### src/rtl/i2c_master_engine.sv
// i2c_master_engine: I2C master bit/byte engine driving open-drain SDA/SCL
// (1 = released, 0 = driven low). It takes one bus command per write/ready
// handshake: START, RESTART, WRITE, READ or STOP. Each command is played out
// as a sequence of SCL quarter-periods, and each quarter lasts CLK_DIV clk_in cycles.
// Optional feature: define I2C_CLOCK_STRETCH_EN so that a slave holding SCL low
// pauses any quarter in which the engine releases SCL.
module i2c_master_engine #(
   parameter int CLK_DIV   = 250,
   parameter int CTR_WIDTH = 16
) (
   input  logic       clk_in,
   input  logic       reset_in,
   input  logic       write,
   input  logic [2:0] cmd,
   input  logic [7:0] data_in,
   input  logic       nack,
   input  logic       sda_in,
   input  logic       scl_in,
   output logic       ready_out,
   output logic       sda_out,
   output logic       scl_out,
   output logic [7:0] data_out,
   output logic       valid_out,
   output logic       ack_out,
   output logic       err_out
);

   localparam logic [2:0] CMD_START   = 3'd1;
   localparam logic [2:0] CMD_WRITE   = 3'd2;
   localparam logic [2:0] CMD_READ    = 3'd3;
   localparam logic [2:0] CMD_STOP    = 3'd4;
   localparam logic [2:0] CMD_RESTART = 3'd5;

   localparam logic [CTR_WIDTH-1:0] Q_LAST = CTR_WIDTH'(CLK_DIV - 1);

   typedef enum logic [1:0] {
      ENG_READY,
      ENG_RUN,
      ENG_DONE,
      ENG_NOBUS
   } eng_state_t;

   eng_state_t           state;
   logic [2:0]           op;
   logic [CTR_WIDTH-1:0] q_cnt;
   logic [1:0]           q_idx;
   logic [3:0]           bit_cnt;
   logic [7:0]           tx_shift;
   logic [7:0]           rx_shift;
   logic                 nack_r;
   logic                 bus_held;

   logic                 stretch;
   logic                 cmd_legal;
   logic                 cmd_nop;
   logic                 first_b;
   logic                 is_bit_op;
   logic [1:0]           last_q;
   logic                 seq_end;
   logic [1:0]           nxt_q_idx;
   logic [3:0]           nxt_bit_cnt;
   logic [7:0]           nxt_shift;
   logic                 nxt_b;
   logic [1:0]           nxt_pins;

   // Pin pair {sda, scl} for quarter q of a command. b is the data bit of a WRITE or READ bit slot.
   function automatic logic [1:0] quarter_pins(input logic [2:0] c, input logic [1:0] q,
                                               input logic b);
      logic [1:0] p;
      p = 2'b11;
      case (c)
         CMD_START:
            case (q)
               2'd0:    p = 2'b11;
               2'd1:    p = 2'b01;
               default: p = 2'b00;
            endcase
         CMD_RESTART:
            case (q)
               2'd0:    p = 2'b10;
               2'd1:    p = 2'b11;
               2'd2:    p = 2'b01;
               default: p = 2'b00;
            endcase
         CMD_STOP:
            case (q)
               2'd0:    p = 2'b00;
               2'd1:    p = 2'b01;
               default: p = 2'b11;
            endcase
         default:
            case (q)
               2'd0:    p = {b, 1'b0};
               2'd3:    p = {b, 1'b0};
               default: p = {b, 1'b1};
            endcase
      endcase
      return p;
   endfunction

`ifdef I2C_CLOCK_STRETCH_EN
   // A slave holding SCL low while the engine releases it freezes the quarter at its start
   assign stretch = scl_out && !scl_in;
`else
   logic unused_scl_in;
   assign unused_scl_in = scl_in;
   assign stretch       = 1'b0;
`endif

   // Decide whether the offered command is legal for the current bus ownership
   always_comb begin
      cmd_legal = 1'b0;
      cmd_nop   = 1'b0;
      case (cmd)
         CMD_START:                                  cmd_legal = !bus_held;
         CMD_WRITE, CMD_READ, CMD_STOP, CMD_RESTART: cmd_legal = bus_held;
         default:                                    cmd_nop   = 1'b1;
      endcase
      first_b = (cmd == CMD_WRITE) ? data_in[7] : 1'b1;
   end

   // Work out where the running sequence goes when the current quarter ends
   always_comb begin
      is_bit_op   = (op == CMD_WRITE) || (op == CMD_READ);
      last_q      = ((op == CMD_START) || (op == CMD_STOP)) ? 2'd2 : 2'd3;
      seq_end     = (q_idx == last_q) && (!is_bit_op || (bit_cnt == 4'd8));
      nxt_q_idx   = q_idx + 2'd1;
      nxt_bit_cnt = (is_bit_op && (q_idx == 2'd3)) ? bit_cnt + 4'd1 : bit_cnt;
      nxt_shift   = ((op == CMD_WRITE) && (q_idx == 2'd3)) ? {tx_shift[6:0], 1'b1} : tx_shift;
      if (op == CMD_WRITE) begin
         nxt_b = nxt_shift[7];
      end else begin
         nxt_b = (nxt_bit_cnt == 4'd8) ? nack_r : 1'b1;
      end
      nxt_pins = quarter_pins(op, nxt_q_idx, nxt_b);
   end

   // Engine FSM: accept a command, step the quarters, sample SDA, then return to ready
   always_ff @(posedge clk_in or posedge reset_in) begin
      if (reset_in) begin
         state     <= ENG_READY;
         op        <= 3'd0;
         q_cnt     <= '0;
         q_idx     <= 2'd0;
         bit_cnt   <= 4'd0;
         tx_shift  <= 8'd0;
         rx_shift  <= 8'd0;
         nack_r    <= 1'b0;
         bus_held  <= 1'b0;
         sda_out   <= 1'b1;
         scl_out   <= 1'b1;
         ready_out <= 1'b1;
         data_out  <= 8'd0;
         valid_out <= 1'b0;
         ack_out   <= 1'b0;
         err_out   <= 1'b0;
      end else begin
         valid_out <= 1'b0;
         err_out   <= 1'b0;
         case (state)
            ENG_READY: begin
               if (write && ready_out) begin
                  ready_out <= 1'b0;
                  op        <= cmd;
                  nack_r    <= nack;
                  tx_shift  <= data_in;
                  q_cnt     <= '0;
                  q_idx     <= 2'd0;
                  bit_cnt   <= 4'd0;
                  if (cmd_legal) begin
                     state              <= ENG_RUN;
                     {sda_out, scl_out} <= quarter_pins(cmd, 2'd0, first_b);
                  end else begin
                     state   <= ENG_NOBUS;
                     err_out <= !cmd_nop;
                  end
               end
            end
            ENG_RUN: begin
               if (stretch) begin
                  q_cnt <= '0;
               end else if (q_cnt != Q_LAST) begin
                  q_cnt <= q_cnt + 1'b1;
               end else begin
                  q_cnt <= '0;
                  if (is_bit_op && (q_idx == 2'd2)) begin
                     if ((op == CMD_READ) && (bit_cnt != 4'd8)) begin
                        rx_shift <= {rx_shift[6:0], sda_in};
                     end
                     if ((op == CMD_WRITE) && (bit_cnt == 4'd8)) begin
                        ack_out <= sda_in;
                     end
                  end
                  if (seq_end) begin
                     state    <= ENG_DONE;
                     bus_held <= (op != CMD_STOP);
                  end else begin
                     q_idx              <= nxt_q_idx;
                     bit_cnt            <= nxt_bit_cnt;
                     tx_shift           <= nxt_shift;
                     {sda_out, scl_out} <= nxt_pins;
                  end
               end
            end
            ENG_DONE: begin
               state     <= ENG_READY;
               ready_out <= 1'b1;
               if (op == CMD_READ) begin
                  data_out  <= rx_shift;
                  valid_out <= 1'b1;
               end
            end
            ENG_NOBUS: begin
               state     <= ENG_READY;
               ready_out <= 1'b1;
            end
            default: begin
               state     <= ENG_READY;
               ready_out <= 1'b1;
            end
         endcase
      end
   end

endmodule

### config.mk
export PLATFORM = sky130hd
export DESIGN_NAME = i2c_master_engine
export DESIGN_NICKNAME = d
export VERILOG_FILES = /design/src/rtl/i2c_master_engine.sv
export SDC_FILE = /design/constraint.sdc
export NUM_CORES = 1
export LEC_CHECK = 0
export ABC_AREA = 1
export BUFFER_PORTS_ARGS = -buffer_cell sky130_fd_sc_hd__buf_2
export CORE_MARGIN = 2
export CORE_UTILIZATION = 50
export CTS_BUF_LIST = sky130_fd_sc_hd__clkbuf_8 sky130_fd_sc_hd__clkbuf_16
export DETAILED_ROUTE_END_ITERATION = 6
export PLACE_DENSITY_LB_ADDON = 0.08
export SETUP_SLACK_MARGIN = 0.02
export SLEW_MARGIN = 40
export SYNTH_ARGS = -nofsm -noshare
export SYNTH_HDL_FRONTEND = slang
export SYNTH_SLANG_ARGS = --single-unit
### constraint.sdc
create_clock -name clk_in -period 3.73 [get_ports clk_in]
set_input_delay 0.373 -clock clk_in [delete_from_list [all_inputs] [get_ports clk_in]]
set_output_delay 0.373 -clock clk_in [all_outputs]
set_load 0.01 [all_outputs]
**Yosys cells after proc, flatten, opt, wreduce, memory -nomap -nowiden**

Index checks and enable logic that the tools add are counted.

- Bits in registers: 59
- Bits of input ports: 17
- Output and inout bits: 14
- Word-level logic and storage cells: 132

- Add/subtract/negate cells: 3
- Equal/unequal tests: 30
- Multiplexer cells: 50
- Bitwise logic cells: 1
- Reduce and logical (&&, ||, !) cells: 31

Operators by type and width:

| kind | count |
|---|---|
| $mux 16 | 2 |
| $mux 8 | 4 |
| $pmux 16 s2 | 1 |
| $pmux 2 s3 | 4 |
| $mux 1 | 19 |
| $add 16x1->16 const B | 1 |
| $mux 4 | 4 |
| $ne 16x8->1 const B | 1 |
| $pmux 8 s2 | 1 |
| $mux 2 | 7 |
| $eq 2x2->1 const B | 6 |
| $eq 3x2->1 const B | 4 |
| $eq 3x3->1 const B | 4 |
| $ne 2x2->1 const B | 6 |
| $pmux 2 s2 | 3 |
| $reduce_and 4->1 | 3 |
| $reduce_and 5->1 | 2 |
| $eq 4x4->1 const B | 2 |
| $pmux 1 s2 | 4 |
| $pmux 4 s2 | 1 |
| $reduce_and 2->1 | 4 |
| $logic_and 1x1->1 | 7 |
| $eq 3x1->1 const B | 2 |
| $reduce_and 3->1 | 2 |
| other kinds (14) | 21 |

**Longest topological paths before layout**

- Depth after elaboration: 11
- Depth in mapped cells: 12
- Gate-level depth less buffers: 12

**Worst setup path after synthesis**

OpenSTA, ideal clock, no wires.

- Path type: register -> register
- From: register q_idx[0]
- To: register tx_shift[4]
- Library setup time: 0.117 ns
- Data arrival time: 1.473 ns
- Required time: 3.613 ns
- Slack: 2.140 ns
- Cell stages (with the launch flop): 10
- Path buffers: 1
- Period minus slack after synthesis: 1.590 ns
- Cell sequence: dfrtp_1 > ha_1 > nand3_2 > inv_2 > nand2_2 > a21oi_2 > nand4_2 > buf_6 > nand2_2 > o21ai_2

- Longest elaborated chain between the ends: 4
- Elaborated cells on any way between the ends: 7
- Those cells by class: 4 x eq/ne; 3 x reduce/logical

RTL lines:

| element | line | source |
|---|---|---|
| from (decl) | 46 | `logic [1:0] q_idx;` |
| from (signal assigned) | 198 | `q_idx <= nxt_q_idx;` |
| $eq 2x2->1 (on tied branches) | 129, 126 |  |
| $logic_and 1x1->1 (on tied branches) | 129, 126 |  |
| $ne 2x2->1 (no source line) | -- |  |
| $reduce_and 5->1 (no source line) (*) | -- |  |
| to (signal assigned) | 166 | `tx_shift <= data_in;` |
| to (signal assigned) | 200 | `tx_shift <= nxt_shift;` |
| to (decl) | 48 | `logic [7:0] tx_shift;` |

Mark *: on every way between the ends. The rest lies on a longest branch, timed or not.
A chain may end at the register's enable or synchronous reset.

**Worst setup path in the final report**

- From: register state[1]
- To: register q_cnt[11]

- Longest elaborated chain between the ends: 3
- Elaborated cells on any way between the ends: 6
- Those cells by class: 2 x eq/ne; 1 x mux; 3 x reduce/logical

RTL lines:

| element | line | source |
|---|---|---|
| from (decl) | 43 | `eng_state_t state;` |
| from (signal assigned) | 141 | `state <= ENG_READY;` |
| from (signal assigned) | 171 | `state <= ENG_RUN;` |
| from (signal assigned) | 174 | `state <= ENG_NOBUS;` |
| $eq 2x1->1 or $logic_not 2->1 (tied branches) | 160 | `case (state)` |
| $reduce_bool 2->1 (no source line) or $ne 2x2->1 (tied branches) | -- |  |
| $reduce_and 2->1 (no source line) | -- |  |
| to (signal assigned) | 183 | `q_cnt <= q_cnt + 1'b1;` |
| to (decl) | 45 | `logic [CTR_WIDTH-1:0] q_cnt;` |

Parallel ways exist; a longest one is shown, timed or not.

==> out/qor.csv <==
stage,metric,value,unit
synthesis,Synth Area in Simple Gates,29.13,%
global_routing,first-pass GRT wire length,11.39,mm
finish,Multi-input gate area,0.001465,mm²
sta,Final Hold Viols,0,
cts,Post-CTS Hold Fix Bufs,0,
die,Core Box Area,0.006314,mm²
flow_run,max cap viols,0,
route,Post-Route WL,6.517,mm
synthesis,mean post-synth cell area,7.691,µm²
sta,RSZ-0062 raised after global routing,false,
worst_setup_path,crit-path cells,nor2_4 -> inv_2 -> nand2_2 -> nand2_1 -> inv_2 -> nand2_1 -> nor2_1 -> inv_1 -> o21ai_1 -> nor2_1,
finish,final core occ,57.71,%
synthesis,Synth area leader,dfrtp_1,
finish,Post-Layout Cell Count,537,
sta,setup tns final,0,ns
finish,fin area,0.003643,mm²
place,dpl cells,521,
route,DRC Markers,0,
sta,Worst Tran Pin Value,0.6020,ns
place,Place WS,1.620,ns
finish,# diodes,0,
worst_setup_path,CP Class,reg2reg,
synthesis,"Distinct cells, synth",30,
global_routing,total grt overflow,0,
synthesis,top-area cell type share of the netlist area,43.28,%
worst_setup_path,Crit path largest cell delay,0.47,ns
cts,TritonCTS clock tree,built,
worst_setup_path,Worst Path Required,3.97,ns
cts,TritonCTS sink count,59,
route,Via density,5.058,
synthesis,combinational family with the most area after synthesis,simple AND/OR/NAND/NOR gates,
worst_setup_path,"Arr. time, crit path",2.38,ns
pwr,PD cells,352.9,mW/mm²
sta,count of pins over their slew limit,0,
sta,FMAX,467.3,MHz
global_routing,pin count of the biggest net entering global routing,43,
finish,register area,0.001480,mm²
finish,Layout Area Growth over Synthesis,12.52,%
place,dpl cell area,0.003437,mm²
cts,clock root cell,clkbuf_8,
die,row cnt,29,
worst_setup_path,crit path capture type,flip-flop,
die,Die Ht,84.48,µm
finish,"commonest cells after routing, fill and taps aside","nand2_1, dfrtp_1, inv_1",
route,Vias,2716,
global_routing,vias in the first global route,2531,
place,I/O Buffers,29,
worst_setup_path,buffers and inverters on the worst path,3,
sta,Final Cycle Share,57.37,%
route,WL per Instance,12.14,µm
sta,Final min period,2.140,ns
min_path,min-delay worst type,in2async,
die,die area,0.007136,mm²
cts,CTS Buf Count,9,
worst_setup_path,Slowest cell on crit path,dfrtp_1,
synthesis,Mapped Nets,447,
synthesis,post-synthesis compound-gate area fraction,11.55,%
die,Die X,84.48,µm
route,1st-pass router iterations,5,
synthesis,mapped cell area,0.003238,mm²
synthesis,YS warnings,0,
cts,Resized cells post-CTS,0,
place,post-detail-place hpwl,4.665,mm
synthesis,adder-cell share of the synthesized area,3.478,%
synthesis,multiplexer share of the synthesized area,0,%
sta,slew margin rel.,59.76,%
worst_setup_path,r2r setup slk,1.59,ns
finish,nets,481,
synthesis,sequential area share after synthesis,45.71,%
synthesis,Synth Area in XOR/XNOR,1.082,%
outcome,status,"finished, final reports clean",
route,DRT iter0 DRCs,205,
cts,clk slew on worst S/H paths,0.08,ns
cts,worst-skew pair later-pin latency,0.36,ns
worst_setup_path,Worst Path Max Fanout,18,
worst_setup_path,CP top delay family,simple AND/OR/NAND/NOR gates,
finish,"most common cell after layout, fill and taps aside",nand2_1,
sta,final worst-path setup slack,1.590,ns
cts,Max H-tree Level,3,
finish,layout cells sized above 1,18.91,%
place,gpl congestion,0.8537,
pwr,Peak VDD IR,253.7,µV
synthesis,"FF+latch count, synth",59,
synthesis,Area contributors post-synth,"dfrtp_1, nand2_1, inv_1",
finish,# fillers,623,
die,initial core utilization,51.29,%
sta,clk_skew,0.009564,ns
route,Routed Antenna Nets,0,
worst_setup_path,Worst Setup Start Kind,flip-flop,
cts,post-CTS setup buffers,0,
global_routing,Total GRT Usage,20.13,%
synthesis,cells after synthesis,421,
cts,Clock Path Buffers,2,
die,# IOs,31,
global_routing,initial antenna violation count,0,
sta,# setup viols final,0,
pwr,Static Leak,1.846,nW
==> registers in the layout, indices dropped and copies added (netlist names) <==
name and cells:
q_cnt 16, data_out 8, rx_shift 8, tx_shift 8, bit_cnt 4, op 3, q_idx 2, state 2
ack_out 1, bus_held 1, err_out 1, nack_r 1, ready_out 1, scl_out 1, sda_out 1, valid_out 1
==> synthesized netlist by cell type <==
| library cell | number |
|---|---|
| nand2_1 | 121 |
| dfrtp_1 | 56 |
| inv_1 | 56 |
| nor2_1 | 33 |
| o21ai_1 | 26 |
| nand3_1 | 24 |
| o21ai_0 | 15 |
| a21oi_1 | 10 |
| ha_1 | 9 |
| inv_2 | 8 |
| nand2_2 | 8 |
| nor3_1 | 8 |
| o21ai_2 | 7 |
| nand3_2 | 5 |
| nand4_1 | 5 |
| buf_2 | 3 |
| buf_6 | 3 |
| dfstp_2 | 3 |
| o22ai_1 | 3 |
| xor2_1 | 3 |
| a21oi_2 | 2 |
| a31oi_1 | 2 |
| nor2_2 | 2 |
| nor2_4 | 2 |
| nor3_2 | 2 |
| and3_1 | 1 |
| buf_1 | 1 |
| nand4_2 | 1 |
| o221ai_1 | 1 |
| xnor2_1 | 1 |
==> where the power goes <==
group / leakage (nW) / total, mW / internal [mW] / switching (mW)
combinational: 0.994 / 0.0275 / 0.00846 / 0.0191
sequential: 0.747 / 0.639 / 0.639 / 0
clock: 0.105 / 0.619 / 0.320 / 0.299
total: 1.85 / 1.29 / 0.968 / 0.318
==> metrics by stage <==
| stage | power [mW] | hold slack [ns] |
|---|---|---|
| 3_3_place_gp | 0.6801 | 0.4579 |
| 4_1_cts | 1.300 | 0.06961 |
| 6_report | 1.286 | 0.05077 |
| 2_1_floorplan | 0.6661 | 0.4422 |
| 3_5_place_dp | 0.6810 | 0.4595 |
| 5_1_grt | 1.327 | 0.1035 |
==> cells by family (layout without fill, tap and decap cells) <==
family                     Yosys count  in the layout
and+or+nand+nor                    212            212
buffers and inverters               71            110
AOI/OAI and AO/OA                   66             66
DFF                                 59             59
adders and majority gates            9              9
xor gates and xnor gates             4              4
==> area by class of cell <==
class                   instances  share of cell area [%]
clock buffers                   9                   3.400
clock inverters                 7                   2.266
inverters                      64                   6.662
multi-input cells             291                   40.21
flip-flops and latches         59                   40.63
well taps                      77                   2.644
repair buffers                 30                   4.190
==> worst register-to-register path, delay by kind of cell, from the launching register on <==
| kind | cells | cell delay (ns) |
|---|---|---|
| simple gates | 6 | 1.07 |
| compound gates | 1 | 0.11 |
| buf+inv | 3 | 0.39 |
| flops | 1 | 0.47 |
==> metal layers <==
layer / vias up / track usage (%) / share of wire, % / routed length [µm]
met4: 0 / 9.091 / 2.3 / 147
met1: 1241 / 27.73 / 49 / 3209
met5: - / 0 / 0 / 0
met2: 55 / 31.17 / 44 / 2878
li1: 1405 / - / - / -
met3: 15 / 3.736 / 4.3 / 283
==> final timing paths <==
path                       startpoint          end  cells after the start
min in group clk_in              nack       nack_r                      3
hold / removal               reset_in  data_out[3]                      2
max in group asynchronous    reset_in    ready_out                      3
setup / recovery             state[1]    q_cnt[11]                     10
setup reg to reg             state[1]    q_cnt[11]                     10
hold reg to reg               sda_out      sda_out                      2
(Power assumes the default switching activity.)
